File: config.mk
export PLATFORM = sky130hd
export DESIGN_NAME = sel_debounce
export DESIGN_NICKNAME = d
export VERILOG_FILES = /design/src/rtl/sel_debounce_pkg.sv /design/src/rtl/bit_sync.sv /design/src/rtl/sel_debounce.sv
export SDC_FILE = /design/constraint.sdc
export NUM_CORES = 1
export LEC_CHECK = 0
export BUFFER_PORTS_ARGS = -buffer_cell sky130_fd_sc_hd__buf_2
export CORE_AREA = 2 2 39 41
export CTS_BUF_LIST = sky130_fd_sc_hd__clkbuf_8
export CTS_CLUSTER_DIAMETER = 120
export DETAILED_ROUTE_END_ITERATION = 10
export DIE_AREA = 0 0 41 43
export RECOVER_POWER = 50
export SLEW_MARGIN = 0
export SYNTH_ARGS = -nofsm -noshare
export SYNTH_HDL_FRONTEND = slang
export SYNTH_SLANG_ARGS = --single-unit
File: constraint.sdc
create_clock -name clk -period 3.76 [get_ports clk]
set_clock_uncertainty 0.15 [all_clocks]
set_input_delay 0.188 -clock clk [delete_from_list [all_inputs] [get_ports clk]]
set_output_delay 0.188 -clock clk [all_outputs]
set_load 0.1 [all_outputs]
File: src/rtl/sel_debounce_pkg.sv
// Shared types and default constants for the sel_debounce push-button conditioner.
package sel_debounce_pkg;

  typedef enum logic [1:0] {
    IDLE_LO,
    CHK_HI,
    IDLE_HI,
    CHK_LO
  } db_state_t;

  localparam int unsigned DB_CYCLES_DEF   = 16;
  localparam int unsigned SYNC_STAGES_DEF = 2;

endpackage

File: src/rtl/bit_sync.sv
// N-flop synchroniser for a single asynchronous bit; all flops reset to 0.
module bit_sync
  import sel_debounce_pkg::*;
#(
  parameter int unsigned N = SYNC_STAGES_DEF
) (
  input  logic clk,
  input  logic rst_n,
  input  logic d,
  output logic q
);

  logic [N-1:0] ff;

  always_ff @(posedge clk or negedge rst_n) begin
    if (!rst_n) begin
      ff <= '0;
    end else begin
      ff <= {ff[N-2:0], d};
    end
  end

  assign q = ff[N-1];

endmodule

File: src/rtl/sel_debounce.sv
// Push-button conditioner: synchroniser, four-state debounce FSM, press pulse and sel.
// Build option SEL_TOGGLE_EN: sel toggles per press; otherwise sel follows the debounced level.
module sel_debounce
  import sel_debounce_pkg::*;
#(
  parameter int unsigned SYNC_STAGES = SYNC_STAGES_DEF,
  parameter int unsigned DB_CYCLES   = DB_CYCLES_DEF,
  parameter logic        SEL_INIT    = 1'b0
) (
  input  logic clk,
  input  logic rst_n,
  input  logic btn_raw,
  output logic stable,
  output logic btn_press,
  output logic sel
);

  localparam int unsigned      CNT_W    = $clog2(DB_CYCLES);
  localparam logic [CNT_W-1:0] CNT_ONE  = CNT_W'(1);
  localparam logic [CNT_W-1:0] CNT_LAST = CNT_W'(DB_CYCLES - 1);

`ifdef SEL_TOGGLE_EN
  localparam logic SEL_RST = SEL_INIT;
`else
  // In the level build sel mirrors stable, so it always comes out of reset low.
  localparam logic SEL_RST = SEL_INIT & 1'b0;
`endif

  logic             btn_s;
  db_state_t        state_q, state_d;
  logic [CNT_W-1:0] cnt_q, cnt_d;
  logic             stable_d, press_d, sel_d;

  bit_sync #(.N(SYNC_STAGES)) u_sync (
    .clk   (clk),
    .rst_n (rst_n),
    .d     (btn_raw),
    .q     (btn_s)
  );

  // Any sample disagreeing with the candidate level drops back to idle and clears the count.
  always_comb begin
    state_d  = state_q;
    cnt_d    = cnt_q;
    stable_d = stable;
    press_d  = 1'b0;
    case (state_q)
      IDLE_LO: begin
        if (btn_s) begin
          state_d = CHK_HI;
          cnt_d   = CNT_ONE;
        end else begin
          cnt_d = '0;
        end
      end
      CHK_HI: begin
        if (!btn_s) begin
          state_d = IDLE_LO;
          cnt_d   = '0;
        end else if (cnt_q == CNT_LAST) begin
          state_d  = IDLE_HI;
          stable_d = 1'b1;
          press_d  = 1'b1;
          cnt_d    = '0;
        end else begin
          cnt_d = cnt_q + CNT_ONE;
        end
      end
      IDLE_HI: begin
        if (!btn_s) begin
          state_d = CHK_LO;
          cnt_d   = CNT_ONE;
        end else begin
          cnt_d = '0;
        end
      end
      CHK_LO: begin
        if (btn_s) begin
          state_d = IDLE_HI;
          cnt_d   = '0;
        end else if (cnt_q == CNT_LAST) begin
          state_d  = IDLE_LO;
          stable_d = 1'b0;
          cnt_d    = '0;
        end else begin
          cnt_d = cnt_q + CNT_ONE;
        end
      end
      default: begin
        state_d = IDLE_LO;
        cnt_d   = '0;
      end
    endcase
  end

  always_comb begin
`ifdef SEL_TOGGLE_EN
    sel_d = sel ^ press_d;
`else
    sel_d = stable_d;
`endif
  end

  always_ff @(posedge clk or negedge rst_n) begin
    if (!rst_n) begin
      state_q   <= IDLE_LO;
      cnt_q     <= '0;
      stable    <= 1'b0;
      btn_press <= 1'b0;
      sel       <= SEL_RST;
    end else begin
      state_q   <= state_d;
      cnt_q     <= cnt_d;
      stable    <= stable_d;
      btn_press <= press_d;
      sel       <= sel_d;
    end
  end

endmodule

# Word level (Yosys, flattened, before mapping)
# Index checks and enable logic that the tools add are counted.
# Widths: inputs -> output; s select.
dict set report totals {
  reg_bits 10
  in_bits 3
  out_inout_bits 3
  wordCells 43
}
dict set report classes {
  addsub 1
  eq_ne 12
  n_mux 21
  reduce_logical 4
}
# operator count
set ops {}
lappend ops {{$pmux 4 s4} 1}
lappend ops {{$mux 2} 6}
lappend ops {{$mux 4} 3}
lappend ops {{$mux 1} 9}
lappend ops {{$ne 2x2->1 const B} 4}
lappend ops {{$pmux 2 s4} 1}
lappend ops {{$reduce_and 5->1} 1}
lappend ops {{$add 4x1->4 const B} 1}
lappend ops {{$eq 2x2->1 const B} 2}
lappend ops {{$eq 4x4->1 const B} 1}
lappend ops {{$ne 2x1->1 const B} 2}
lappend ops {{$reduce_and 4->1} 1}
lappend ops {{$ne 3x2->1 const B} 1}
lappend ops {{$ne 3x3->1 const B} 1}
lappend ops {{$eq 2x1->1 const B} 1}
lappend ops {{$logic_not 2->1} 1}
lappend ops {{$pmux 1 s2} 1}
lappend ops {{$reduce_bool 2->1} 1}

# Logic depth before layout (Yosys ltp)
dict set report depth {
  word_depth 4
  ltp_mapped 4
}

# Cells and area by module
# Synthesis repeated with hierarchy kept, for this count alone.
dict set report unflattened {
  cells_unflattened 31
  hier_area_um2 396.6
}
# mod n_inst cells_each area_per_inst_um2 seq_area_each_um2
set by_module_without_submodules {}
lappend by_module_without_submodules {sel_debounce 1 29 346.6 200.2}
lappend by_module_without_submodules {bit_sync 1 2 50.0 50.0}

# Worst setup path after synthesis
# No wires, ideal clock.
dict set report synth_timing {
  path_kind {register to output}
  start {reg sel (netlist name)}
  end {out stable}
  t_arrival_ns 1.351
  required_ns 3.422
  path_slack_ns 2.071
  path_stages_with_launch 2
  path_cell_list {dfrtp_1 buf_4}
}
# item line
set synth_rtl {}
lappend synth_rtl {{to (decl)} sel_debounce.sv:13} ;# output logic stable,

# Worst setup path in the final report
dict set report layout_timing {
  start {reg cnt_q[0]}
  end {reg cnt_q[0]}
}
dict set report layout_via {
  elab_chain_len 4
  word_cells_on_any_way 6
}
# item line
set layout_rtl {}
lappend layout_rtl {{from (decl)} sel_debounce.sv:31} ;# logic [CNT_W-1:0] cnt_q, cnt_d;
lappend layout_rtl {{from (signal assigned)} sel_debounce.sv:113} ;# cnt_q <= cnt_d;
lappend layout_rtl {{$add 4x1->4 or $eq 4x4->1 (tied branches)} n/a}
lappend layout_rtl {{$mux 4 *} {sel_debounce.sv:60, sel_debounce.sv:81}}
lappend layout_rtl {{$mux 4, on equally long branches} {sel_debounce.sv:78, sel_debounce.sv:57}}
lappend layout_rtl {{$pmux 4 s4 *} sel_debounce.sv:47} ;# case (state_q)
lappend layout_rtl {{net cnt_d[0]} sel_debounce.sv:31}
# Mark *: on every way through the listed nets, which the timed path passes. The rest lies on a longest branch.
# A chain may end at the register's enable or synchronous reset.

==> metrics.txt <==
CTS tree=done; Min-Delay Endpoint=u_sync.ff[1]; Iteration-0 DRC Markers=1; Pwr Density=501 mW/mm^2; P_int=~0.21 mW; Ys Warns=0; Critical Path End Type=flop; logic gate share of total power=between 3 and 4%; CP Data Arrival Time=around 1400 ps; Die H=43 um; Mean Syn Cell Area=about 13 um^2; Layout Nets=46; vias in the first global route=roughly 250; # IOs=6; Worst Hold Launch=u_sync.ff[0]; VDD IR max=roughly 0.22 mV; Multi-input gate area=139 um^2; Min-Delay Path Depth=0; Core Util, Final=a little under two fifths; FP Rows=14; fraction of registers with async set/reset=100%; full die area=between 0.0015 and 0.002 mm^2; Pwr Total=between 0.2 and 0.3 mW; Tot GR Track Use=approximately a tenth; Die Wd=about 41 um; R2R depth=4; switching share of power=18.3%; most instantiated cells after synthesis=10 x dfrtp_1, 4 x nand2_1, 2 x a21oi_1, 2 x nor2_1; actual slew at the worst max-slew pin=just over 500 ps; Max Fclk=approximately 680 MHz; Synth area leaders=dfrtp_1 63%, a21boi_4 4.7%, nand2_1 3.8%; crit path max-delay cell type=dfrtp_1; worst skew pair latency=around 230 ps; Syn Nets=35; antenna cells=0; Final WS setup=around 2300 ps; Syn-to-layout area delta=28.1%; routed length per instance=approximately 11 um; Synth area leader=dfrtp_1; wire length of the first global-routing pass=~1000 um; Crit Path Category=reg2reg; Clock transition at path regs=approximately 40 ps; H-tree levels=1; total setup buffers inserted after CTS=0; DR vias=258; Yosys reg bits=10; final worst path period need=between 1000 and 1500 ps; Initial Util=28.7%; FF-to-FF Start=cnt_q[0]; Final period util=39.3%; Sink Count=10; GPL Wtd Cong=0.640; DPL Wire Length=between 400 and 500 um; RSZ-0062 raised after global routing=false; Final Hold Fails=0; # port buffers=5; layout cells sized above 1=between 20% and 30%; total net switching power=about 0.046 mW; max incr delay on CP=430 ps; drc violations=0; Slew HR=approximately two thirds; run status=finished, final reports clean; Hold/Removal Path Class=reg2reg; Reg power frac=roughly 45%; Post-synth EDFFs=0; Clk pwr share=between 50% and 60%; Max Cap Violations=0; hold slack=roughly 200 ps; startpoint types=flop; TNS Setup=0 ps; most frequent cell after synthesis=dfrtp_1; worst r2r dst=cnt_q[0]; final setup fails=0; Post-synth top flop=dfrtp_1; WL final=between 500 and 600 um; CTS Buf Count=3; Mapped Cells=31; GRT Residual Overflow=0; Detail Route Antenna Nets=0; Clock Path Buffers=2; largest net degree at the start of global routing=11; sequential area share after synthesis=between 60% and 70%; register area=about 250 um^2; Layout fillers=140; core area=0.00138 mm^2; initial antenna violation count=0; critical path, cell by cell=ha_1 > nand4_1 > and2_2 > a21boi_4; setup slack, reg-to-reg=approximately 2300 ps; crit path max fanout=4; WP data required=3720 ps; post-synth top area share=a little over three fifths; DRT Pass-1 Iters=4; Synth Cell Area=about 400 um^2; pre-CTS WS=2290 ps; Yosys cell types=17; DR vias/cell=between 4 and 5; pins over their slew limit=0; Leakage=0.257 nW; Root Buffer=clkbuf_8
==> routing by layer <==
layer	vias to the layer above	wire length, um	GRT usage, %
met3	5	49	7.85
met4	0	34	12.0
met2	8	260	10.3
li1	129	-	-
met1	116	254	10.8
met5	-	0	0
==> how the worst max path moves through the flow <==
stage,startpoint,end,slack [ps],cells past startpoint
global route,cnt_q[0],cnt_q[0],2200,4
detailed placement,cnt_q[0],cnt_q[0],2290,4
global placement,cnt_q[0],cnt_q[0],2300,4
finish,cnt_q[0],cnt_q[0],2280,4
CTS,cnt_q[0],cnt_q[0],2280,4
floorplan,sel,stable,2070,1
==> critical path, delay by kind of cell (launching register included) <==
| kind | cells | cell delay [ps] |
|---|---|---|
| DFF | 1 | 430 |
| adders and majority gates | 1 | 250 |
| and+or+nand+nor | 2 | 400 |
| AOI/OAI and AO/OA | 1 | 130 |
==> what timing repair did <==
action                    in CTS  in global routing
resized for setup              0                  0
hold buffers                   2                  0
hold endpoints to repair      11                  0
==> through the flow <==
step	std cells	instance area, um^2
finish	57	508
global route	57	508
CTS	57	509
detailed placement	51	434
global placement	51	434
floorplan	31	397
==> flip-flops by register name, indices dropped and copies added, names as in the netlist, named ones only <==
register / count
state_q: 1
btn_press: 1
sel: 1
cnt_q: 4
u_sync.ff: 2
==> cell type report <==
class	count	share of cell area [%]
clock buffers	4	10.8
multi-input cells	20	27.3
flip-flops and latches	10	49.3
well taps	16	3.94
repair buffers	7	8.62
==> logic make-up after synthesis <==
logic type,count (synthesis),share of synthesized area (%)
compound gates,7,14.2
xor+xnor,2,4.42
fa+ha+maj,1,3.15
buf+inv,1,1.89
flops,10,63.1
simple gates,10,13.3
==> cell usage in the layout, fill, tap and decap left out <==
cell,count
buf_2,4
a21oi_1,2
nand2_1,4
and2_2,1
nor2_1,2
a31oi_1,1
and4_1,1
dfrtp_1,10
clkbuf_1,1
dlygate4sd3_1,2
xor2_1,1
nand4_1,1
a21boi_4,1
ha_1,1
o21ai_0,1
a21o_1,1
a311oi_1,1
xnor2_1,1
clkbuf_8,4
and3_2,1
==> power by group through the flow <==
stage / clock network [mW] / logic (mW) / registers, mW
3_3_place_gp: 0 / 0.00839 / 0.116
4_1_cts: 0.135 / 0.0101 / 0.115
3_5_place_dp: 0 / 0.00836 / 0.116
6_report: 0.130 / 0.00955 / 0.115
2_1_floorplan: 0 / 0.00472 / 0.115
5_1_grt: 0.140 / 0.0113 / 0.115
(Power assumes the default switching activity.)
